$ cat config.mk
export PLATFORM = sky130hd
export DESIGN_NAME = ibi_retry_scheduler
export DESIGN_NICKNAME = d
export VERILOG_FILES = /design/src/rtl/ibi_sched_pkg.sv /design/src/rtl/ibi_backoff_timer.sv /design/src/rtl/ibi_retry_scheduler.sv
export SDC_FILE = /design/constraint.sdc
export NUM_CORES = 1
export LEC_CHECK = 0
export CORE_MARGIN = 8
export CORE_UTILIZATION = 40
export DETAILED_ROUTE_END_ITERATION = 6
export GPL_TIMING_DRIVEN = 0
export HOLD_SLACK_MARGIN = 0.15
export PLACE_DENSITY = 0.64
export SLEW_MARGIN = 20
export SYNTH_ARGS = -nofsm -noshare
export SYNTH_HDL_FRONTEND = slang
export SYNTH_HIERARCHICAL = 1
export SYNTH_SLANG_ARGS = --single-unit
$ cat constraint.sdc
create_clock -name clk_i -period 2.6 [get_ports clk_i]
set_clock_uncertainty 0.15 [all_clocks]
set_input_delay 0.26 -clock clk_i [delete_from_list [all_inputs] [get_ports clk_i]]
set_output_delay 0.26 -clock clk_i [all_outputs]
set_load 0.05 [all_outputs]
$ cat src/rtl/ibi_sched_pkg.sv
// Shared types and constants for the IBI / Hot-Join retry scheduler.
package ibi_sched_pkg;

  typedef enum logic [2:0] {
    IDLE,
    WAIT_BUS,
    WAIT_DONE,
    BACKOFF,
    REPORT
  } ibi_state_e;

  localparam logic [1:0] IBI_ST_OK        = 2'b00;
  localparam logic [1:0] IBI_ST_EXHAUSTED = 2'b01;
  localparam logic [1:0] IBI_ST_ABORT     = 2'b10;
  localparam logic [1:0] IBI_ST_TIMEOUT   = 2'b11;

  typedef struct packed {
    logic [6:0] addr;
    logic [7:0] mdb;
    logic       is_hj;
  } ibi_req_t;

endpackage

$ cat src/rtl/ibi_backoff_timer.sv
// Loadable down-counter; expired is high while the count sits at zero.
module ibi_backoff_timer #(
  parameter int WIDTH = 13
) (
  input  logic             clk_i,
  input  logic             rst_ni,
  input  logic             load,
  input  logic [WIDTH-1:0] load_value,
  output logic             expired
);

  logic [WIDTH-1:0] count;

  always_ff @(posedge clk_i or negedge rst_ni) begin
    if (!rst_ni) begin
      count <= '0;
    end else if (load) begin
      count <= load_value;
    end else if (count != '0) begin
      count <= count - WIDTH'(1);
    end
  end

  assign expired = (count == '0);

endmodule

$ cat src/rtl/ibi_retry_scheduler.sv
// Sequences IBI and Hot-Join requests to the target FSM with NACK retry/backoff.
// Define IBI_TIMEOUT_EN to add a WAIT_DONE watchdog reporting status 11.
module ibi_retry_scheduler
  import ibi_sched_pkg::*;
#(
  parameter int BACKOFF_CYCLES = 16,
  parameter int TIMEOUT_CYCLES = 4096
) (
  input  logic       clk_i,
  input  logic       rst_ni,
  input  logic       ibi_enable_i,
  input  logic [2:0] ibi_retry_num_i,
  input  logic [6:0] target_ibi_addr_i,
  input  logic       target_ibi_addr_valid_i,
  input  logic [6:0] target_hot_join_addr_i,
  input  logic       hot_join_en_i,
  input  logic       bus_available_i,
  input  logic       ibi_req_valid_i,
  output logic       ibi_req_ready_o,
  input  logic [7:0] ibi_mdb_i,
  input  logic       hj_req_i,
  output logic       ibi_start_o,
  output logic [6:0] ibi_addr_o,
  output logic [7:0] ibi_mdb_o,
  output logic       ibi_is_hj_o,
  input  logic       ibi_done_i,
  input  logic       ibi_ack_i,
  output logic       status_valid_o,
  output logic [1:0] status_o,
  output logic       busy_o
);

  localparam int MAX_CYCLES = (TIMEOUT_CYCLES > BACKOFF_CYCLES) ? TIMEOUT_CYCLES : BACKOFF_CYCLES;
  localparam int TW = $clog2(MAX_CYCLES + 1);
  localparam logic [TW-1:0] BACKOFF_LOAD = TW'(BACKOFF_CYCLES - 1);
`ifdef IBI_TIMEOUT_EN
  localparam logic [TW-1:0] TIMEOUT_LOAD = TW'(TIMEOUT_CYCLES - 1);
`endif

  ibi_state_e state_q, state_d;
  ibi_req_t   req_q;
  logic [2:0] retry_q;
  logic [1:0] status_q, status_d;
  logic       hj_pending_q;
  logic       latch_ibi, latch_hj, retry_inc;
  logic       timer_load, timer_expired;
  logic [TW-1:0] timer_value;
  logic       type_en;

  // An in-flight request aborts when the enable matching its own type drops.
  assign type_en = req_q.is_hj ? hot_join_en_i : ibi_enable_i;

  ibi_backoff_timer #(.WIDTH(TW)) u_timer (
    .clk_i      (clk_i),
    .rst_ni     (rst_ni),
    .load       (timer_load),
    .load_value (timer_value),
    .expired    (timer_expired)
  );

  always_ff @(posedge clk_i or negedge rst_ni) begin
    if (!rst_ni) begin
      state_q  <= IDLE;
      status_q <= IBI_ST_OK;
    end else begin
      state_q  <= state_d;
      status_q <= status_d;
    end
  end

  always_comb begin
    state_d         = state_q;
    status_d        = status_q;
    ibi_req_ready_o = 1'b0;
    ibi_start_o     = 1'b0;
    latch_ibi       = 1'b0;
    latch_hj        = 1'b0;
    retry_inc       = 1'b0;
    timer_load      = 1'b0;
    timer_value     = BACKOFF_LOAD;
    unique case (state_q)
      IDLE: begin
        if (hj_pending_q) begin
          latch_hj = 1'b1;
          state_d  = WAIT_BUS;
        end else if (ibi_req_valid_i && ibi_enable_i && target_ibi_addr_valid_i && rst_ni) begin
          ibi_req_ready_o = 1'b1;
          latch_ibi       = 1'b1;
          state_d         = WAIT_BUS;
        end
      end
      WAIT_BUS: begin
        if (!type_en) begin
          status_d = IBI_ST_ABORT;
          state_d  = REPORT;
        end else if (bus_available_i) begin
          ibi_start_o = 1'b1;
          state_d     = WAIT_DONE;
`ifdef IBI_TIMEOUT_EN
          timer_load  = 1'b1;
          timer_value = TIMEOUT_LOAD;
`endif
        end
      end
      WAIT_DONE: begin
        // A live decrease of the retry limit below the count must still terminate.
        if (ibi_done_i) begin
          if (ibi_ack_i) begin
            status_d = IBI_ST_OK;
            state_d  = REPORT;
          end else if (retry_q >= ibi_retry_num_i) begin
            status_d = IBI_ST_EXHAUSTED;
            state_d  = REPORT;
          end else begin
            retry_inc  = 1'b1;
            timer_load = 1'b1;
            state_d    = BACKOFF;
          end
        end
`ifdef IBI_TIMEOUT_EN
        else if (timer_expired) begin
          status_d = IBI_ST_TIMEOUT;
          state_d  = REPORT;
        end
`endif
      end
      BACKOFF: begin
        if (!type_en) begin
          status_d = IBI_ST_ABORT;
          state_d  = REPORT;
        end else if (timer_expired) begin
          state_d = WAIT_BUS;
        end
      end
      REPORT:  state_d = IDLE;
      default: state_d = IDLE;
    endcase
  end

  always_ff @(posedge clk_i or negedge rst_ni) begin
    if (!rst_ni) begin
      req_q <= '0;
    end else if (latch_hj) begin
      req_q <= '{addr: target_hot_join_addr_i, mdb: 8'h00, is_hj: 1'b1};
    end else if (latch_ibi) begin
      req_q <= '{addr: target_ibi_addr_i, mdb: ibi_mdb_i, is_hj: 1'b0};
    end
  end

  always_ff @(posedge clk_i or negedge rst_ni) begin
    if (!rst_ni) begin
      retry_q <= '0;
    end else if (state_q == REPORT) begin
      retry_q <= '0;
    end else if (retry_inc && retry_q != 3'd7) begin
      retry_q <= retry_q + 3'd1;
    end
  end

  // Level clears are equivalent to the edge clears because setting needs en=1 and addr_valid=0.
  always_ff @(posedge clk_i or negedge rst_ni) begin
    if (!rst_ni) begin
      hj_pending_q <= 1'b0;
    end else if (!hot_join_en_i || target_ibi_addr_valid_i) begin
      hj_pending_q <= 1'b0;
    end else if (state_q == REPORT && req_q.is_hj) begin
      hj_pending_q <= 1'b0;
    end else if (hj_req_i) begin
      hj_pending_q <= 1'b1;
    end
  end

  assign ibi_addr_o     = req_q.addr;
  assign ibi_mdb_o      = req_q.mdb;
  assign ibi_is_hj_o    = req_q.is_hj;
  assign status_valid_o = (state_q == REPORT);
  assign status_o       = (state_q == REPORT) ? status_q : IBI_ST_OK;
  assign busy_o         = (state_q != IDLE);

endmodule

### Yosys cells after proc, flatten, opt, wreduce, memory -nomap -nowiden

Index checks and enable logic that the tools add are counted.

* register bits: 38
* input bits: 35
* word-level logic and storage cells: 79

* add/subtract/negate cells: 2
* order comparisons: 1
* equal/unequal tests: 11
* mux-type cells: 38
* reduce and logical (&&, ||, !) cells: 19

Operators by type and width (count)
* 3-bit two-way mux: 11
* 16-bit two-way mux: 2
* 13-bit two-way mux: 2
* 1-bit two-way mux: 16
* 3-bit != test, second input constant: 5
* 13-bit logical NOT: 1
* 13-bit nonzero test: 1
* 13-bit by 1-bit subtractor with 13-bit output, second input constant: 1
* 3-bit one-hot mux with 4 select lines: 1
* 2-bit two-way mux: 5
* 4-bit AND reduction: 2
* 2-bit nonzero test: 4
* 3-bit by 2-bit == test with 1-bit output, second input constant: 2
* 3-bit nonzero test: 2
* 1-bit logical AND: 5
* 2-bit != test, second input constant: 2
* 2-bit one-hot mux with 2 select lines: 1
* 3-bit by 1-bit adder with 3-bit output, second input constant: 1
* 3-bit by 1-bit == test with 1-bit output, second input constant: 1
* 3-bit == test, second input constant: 1
* 3-bit greater-or-equal comparator: 1
* 3-bit logical NOT: 1
* 2-bit OR reduction: 1
* 1-bit logical NOT: 1
* 1-bit logical OR: 1

### Longest topological paths before layout

* depth in word-level cells: 8
* gate-level depth with buffers: 10
* depth with buffers taken out: 9

### Hierarchy

The synthesis kept the hierarchy.

Modules (own cells, without submodules)
* ibi_retry_scheduler: times used 1, cells each 137, area an instance 1306.3 µm², seq. area each 625.6 µm²
* ibi_backoff_timer: times used 1, cells each 82, area an instance 767.0 µm², seq. area each 325.3 µm²

### Worst setup path before layout

Ideal clock, no wire load.

* kind: flip-flop to output port
* from: register state_q[0]
* to: output port status_o[0]
* arrival: 2441 ps
* setup slack: -251 ps
* stages on the path, launching flop included: 4
* path buffers: 1
* cell sequence: dfrtp_1 -> clkbuf_1 -> nor3_1 -> and2_1

* longest elaborated chain between the ends: 2

Ends and longest elaborated chain
* start: declaration: line ibi_retry_scheduler.sv:40 `ibi_state_e state_q, state_d;`
* start signal: assignment: line ibi_retry_scheduler.sv:66 `state_q <= state_d;`
* 3-bit == test
* net status_valid_o: line ibi_retry_scheduler.sv:28 `output logic status_valid_o,`
* 2-bit two-way mux: line ibi_retry_scheduler.sv:177 `assign status_o = (state_q == REPORT) ? status_q : IBI_ST_OK;`
* end: declaration: line ibi_retry_scheduler.sv:29 `output logic [1:0] status_o,`

The timed path passes the listed nets, and every way through them passes these cells.

### Final worst setup path

* from: register state_q[2]
* to: output port status_o[0]

* longest elaborated chain between the ends: 2

Ends and longest elaborated chain (line)
* 3-bit == test: ibi_retry_scheduler.sv:177
* 2-bit two-way mux: ibi_retry_scheduler.sv:177

Every way passes these cells.

==> run metrics <==
status=completed; Hold Fails Final Rpt=0; die footprint=7740 um^2; largest net degree at the start of global routing=29; Num CTS Buffers=5; Initial Util=41.1%; first-pass GRT wire length=8120 um; LEAKAGE=1.30 nW; slew margin rel.=65.0%; Unique masters post-synth=44; Synth Warn #=6; register area=951 um^2; chip height=88.0 um; fill cell count=463; crit path DAT=2010 ps; syn_area_per_cell=9.47 um^2; core area=5040 um^2; Post-synth top flop=dfrtp_1; hpwl dp=3770 um; total power draw=3.14 mW; VDD IR max=422 uV; sequential-to-total area share from yosys stat=45.9%; CTS clk-pin slew, worst paths=70 ps; die outline width=88.0 um; vias per inst=4.71; pre-CTS setup slack=-499 ps; antenna violation net count after detailed routing=0; drt pass-1 iters=4; WL per Instance=13.5 um; Clock Path Buffers=2; IO buf count=56; synthesis-to-layout area growth=38.9%; share of layout cells above drive strength 1=10.5%; Setup crit end kind=primary output; setup ws final=181 ps; Routed WL=4940 um; Cell Rows=26; CTS tree=built; number of flops mapped to enable cells by yosys=0; final net count=336; leading cell type in the layout, fill and taps excluded=clkdlybuf4s50_1; busiest grt layer=met2; Worst-Margin Slew=523 ps; crit path to=status_o[0]; Tot GR Track Use=13.4%; reg-to-reg startpoint=state_q[0]$_DFFE_PN0P_; Setup crit start=state_q[2]$_DFFE_PN0P_; GRT overflow=0; initial antenna violation count=0; Hold Crit Class=in2async; GPL Wtd Cong=0.780; RSZ-0062 raised after global routing=no; final setup fails=0; met2 Resource Use GR=23.1%; n_diodes=0; Final period util=93.0%; multi-input logic area=1080 um^2; via count=1720; commonest cells after routing, fill and taps aside=50 x clkdlybuf4s50_1, 38 x dfrtp_1, 32 x nand2_1, 18 x nor2_1, 15 x o21ai_0; drt first-iter violations=46; clock sink count=38; worst setup path category=reg2out; drt drc=0; Clock Latency Late Sink=290 ps; register bit total from synthesis=38; vias in the first global route=1746; fin crit period=2420 ps; met3 Use GR=3.75%; final number of max-transition violations=0; r2r setup slk=210 ps; Post-Route Setup TNS=0 ps; critical-path maximum fanout=7; worst reg2reg path depth=7; H-tree level count=2; pwr/cell area=1090 nW/um^2; Synth Instances=219; Worst EP required=2190 ps; asr flop ratio synth=100%; fmax=413 MHz; worst r2r dst=u_timer/count[10]$_DFFE_PN0P_; CTS root buf=clkbuf_8; met1 usage=15.3%; I/O pin cnt=57; MaxCap Viol Count=0; startpoint types=flop; Post-Syn Area=2070 um^2
-- what timing repair did --
item / 4_1_cts / 5_1_grt
gates cloned: 0 / 0
resized for setup: 7 / 6
endpoints found under the hold margin: 38 / 0
setup endpoints to repair: 16 / 10
setup buffers: 0 / 0
hold buffers: 1 / 0
-- report_power, final --
group | switching (mW) | internal [mW] | total [mW]
sequential | 0.202 | 0.850 | 1.05
clock | 0.198 | 0.214 | 0.411
combinational | 1.01 | 0.658 | 1.67
-- flip-flops by register name, indices dropped and copies added, names as in the netlist --
signal         cells
ibi_addr_o         7
status_q           2
retry_q            3
hj_pending_q       1
state_q            3
ibi_is_hj_o        1
ibi_mdb_o          8
u_timer/count     13
-- critical path: stages, from the launching register on --
cell           delay, ps
dfrtp_1              450
inv_1                140
nor3_2               430
and2_1               190
dlygate4sd2_1        520
-- layer usage --
layer	share of wire, %	routed length (um)
met4	1.2	58
met2	47	2330
met3	6.9	339
met1	45	2210
met5	0	0
-- layout make-up --
cell class | instances | area share, %
buffer | 9 | 2.13
clock buffer | 7 | 3.00
clock inverter | 1 | 0.174
inverter | 11 | 1.43
multi-input combinational | 171 | 37.4
sequential | 38 | 33.0
tap | 70 | 3.04
timing repair buffer | 58 | 19.9
-- synth_stat cells, types with 2 or more instances --
library cell / number / area [um^2]
nor2b_1: 4 / 25.0
buf_2: 3 / 15.0
nor2_1: 18 / 67.6
mux2i_1: 11 / 110
clkbuf_1: 3 / 11.3
nand3_1: 3 / 15.0
o211ai_1: 2 / 15.0
xor2_1: 3 / 26.3
nor4_2: 2 / 25.0
nor3_1: 3 / 15.0
xnor2_1: 9 / 78.8
o21ai_1: 4 / 20.0
and2_1: 3 / 18.8
o21ai_0: 15 / 75.1
ha_1: 7 / 87.6
nor4_1: 2 / 12.5
mux2_2: 2 / 22.5
nor3b_1: 4 / 30.0
or3_1: 3 / 18.8
conb_1: 2 / 7.51
dfrtp_1: 38 / 951
a21oi_1: 11 / 55.1
buf_6: 3 / 33.8
nand2b_1: 3 / 18.8
inv_1: 10 / 37.5
nand2_1: 32 / 120
o22ai_1: 2 / 12.5
-- how the worst min path moves through the flow --
stage                                    end  slack [ps]                     from  depth (start not counted)
detailed placement  ibi_mdb_o[1]$_DFFE_PN0P_          20                   rst_ni                          1
floorplan           hj_pending_q$_DFFE_PN0P_        -190                   rst_ni                          0
CTS                 ibi_mdb_o[1]$_DFFE_PN0P_         260                   rst_ni                          2
finish              ibi_mdb_o[1]$_DFFE_PN0P_         260                   rst_ni                          2
global route        ibi_mdb_o[1]$_DFFE_PN0P_         300                   rst_ni                          2
global placement     status_q[0]$_DFFE_PN0P_         350  status_q[0]$_DFFE_PN0P_                          1
-- logic make-up after synthesis --
group / share of synthesized area (%)
mux: 6.40
fa+ha+maj: 4.22
xor+xnor: 5.07
compound gates: 11.5
flops: 45.9
other cells: 0.362
simple gates: 21.5
buf+inv: 5.07
-- through the flow --
stage               util, %  hold WS [ps]  cells  area, um^2
floorplan                 -          -186    230        2120
global placement       55.0           346    356        2770
detailed placement     55.3          21.4    357        2790
CTS                    57.1           260    365        2880
global route           57.1           297    365        2880
finish                 57.1           258    365        2880
No activity file was read; power rests on OpenSTA's default activity.
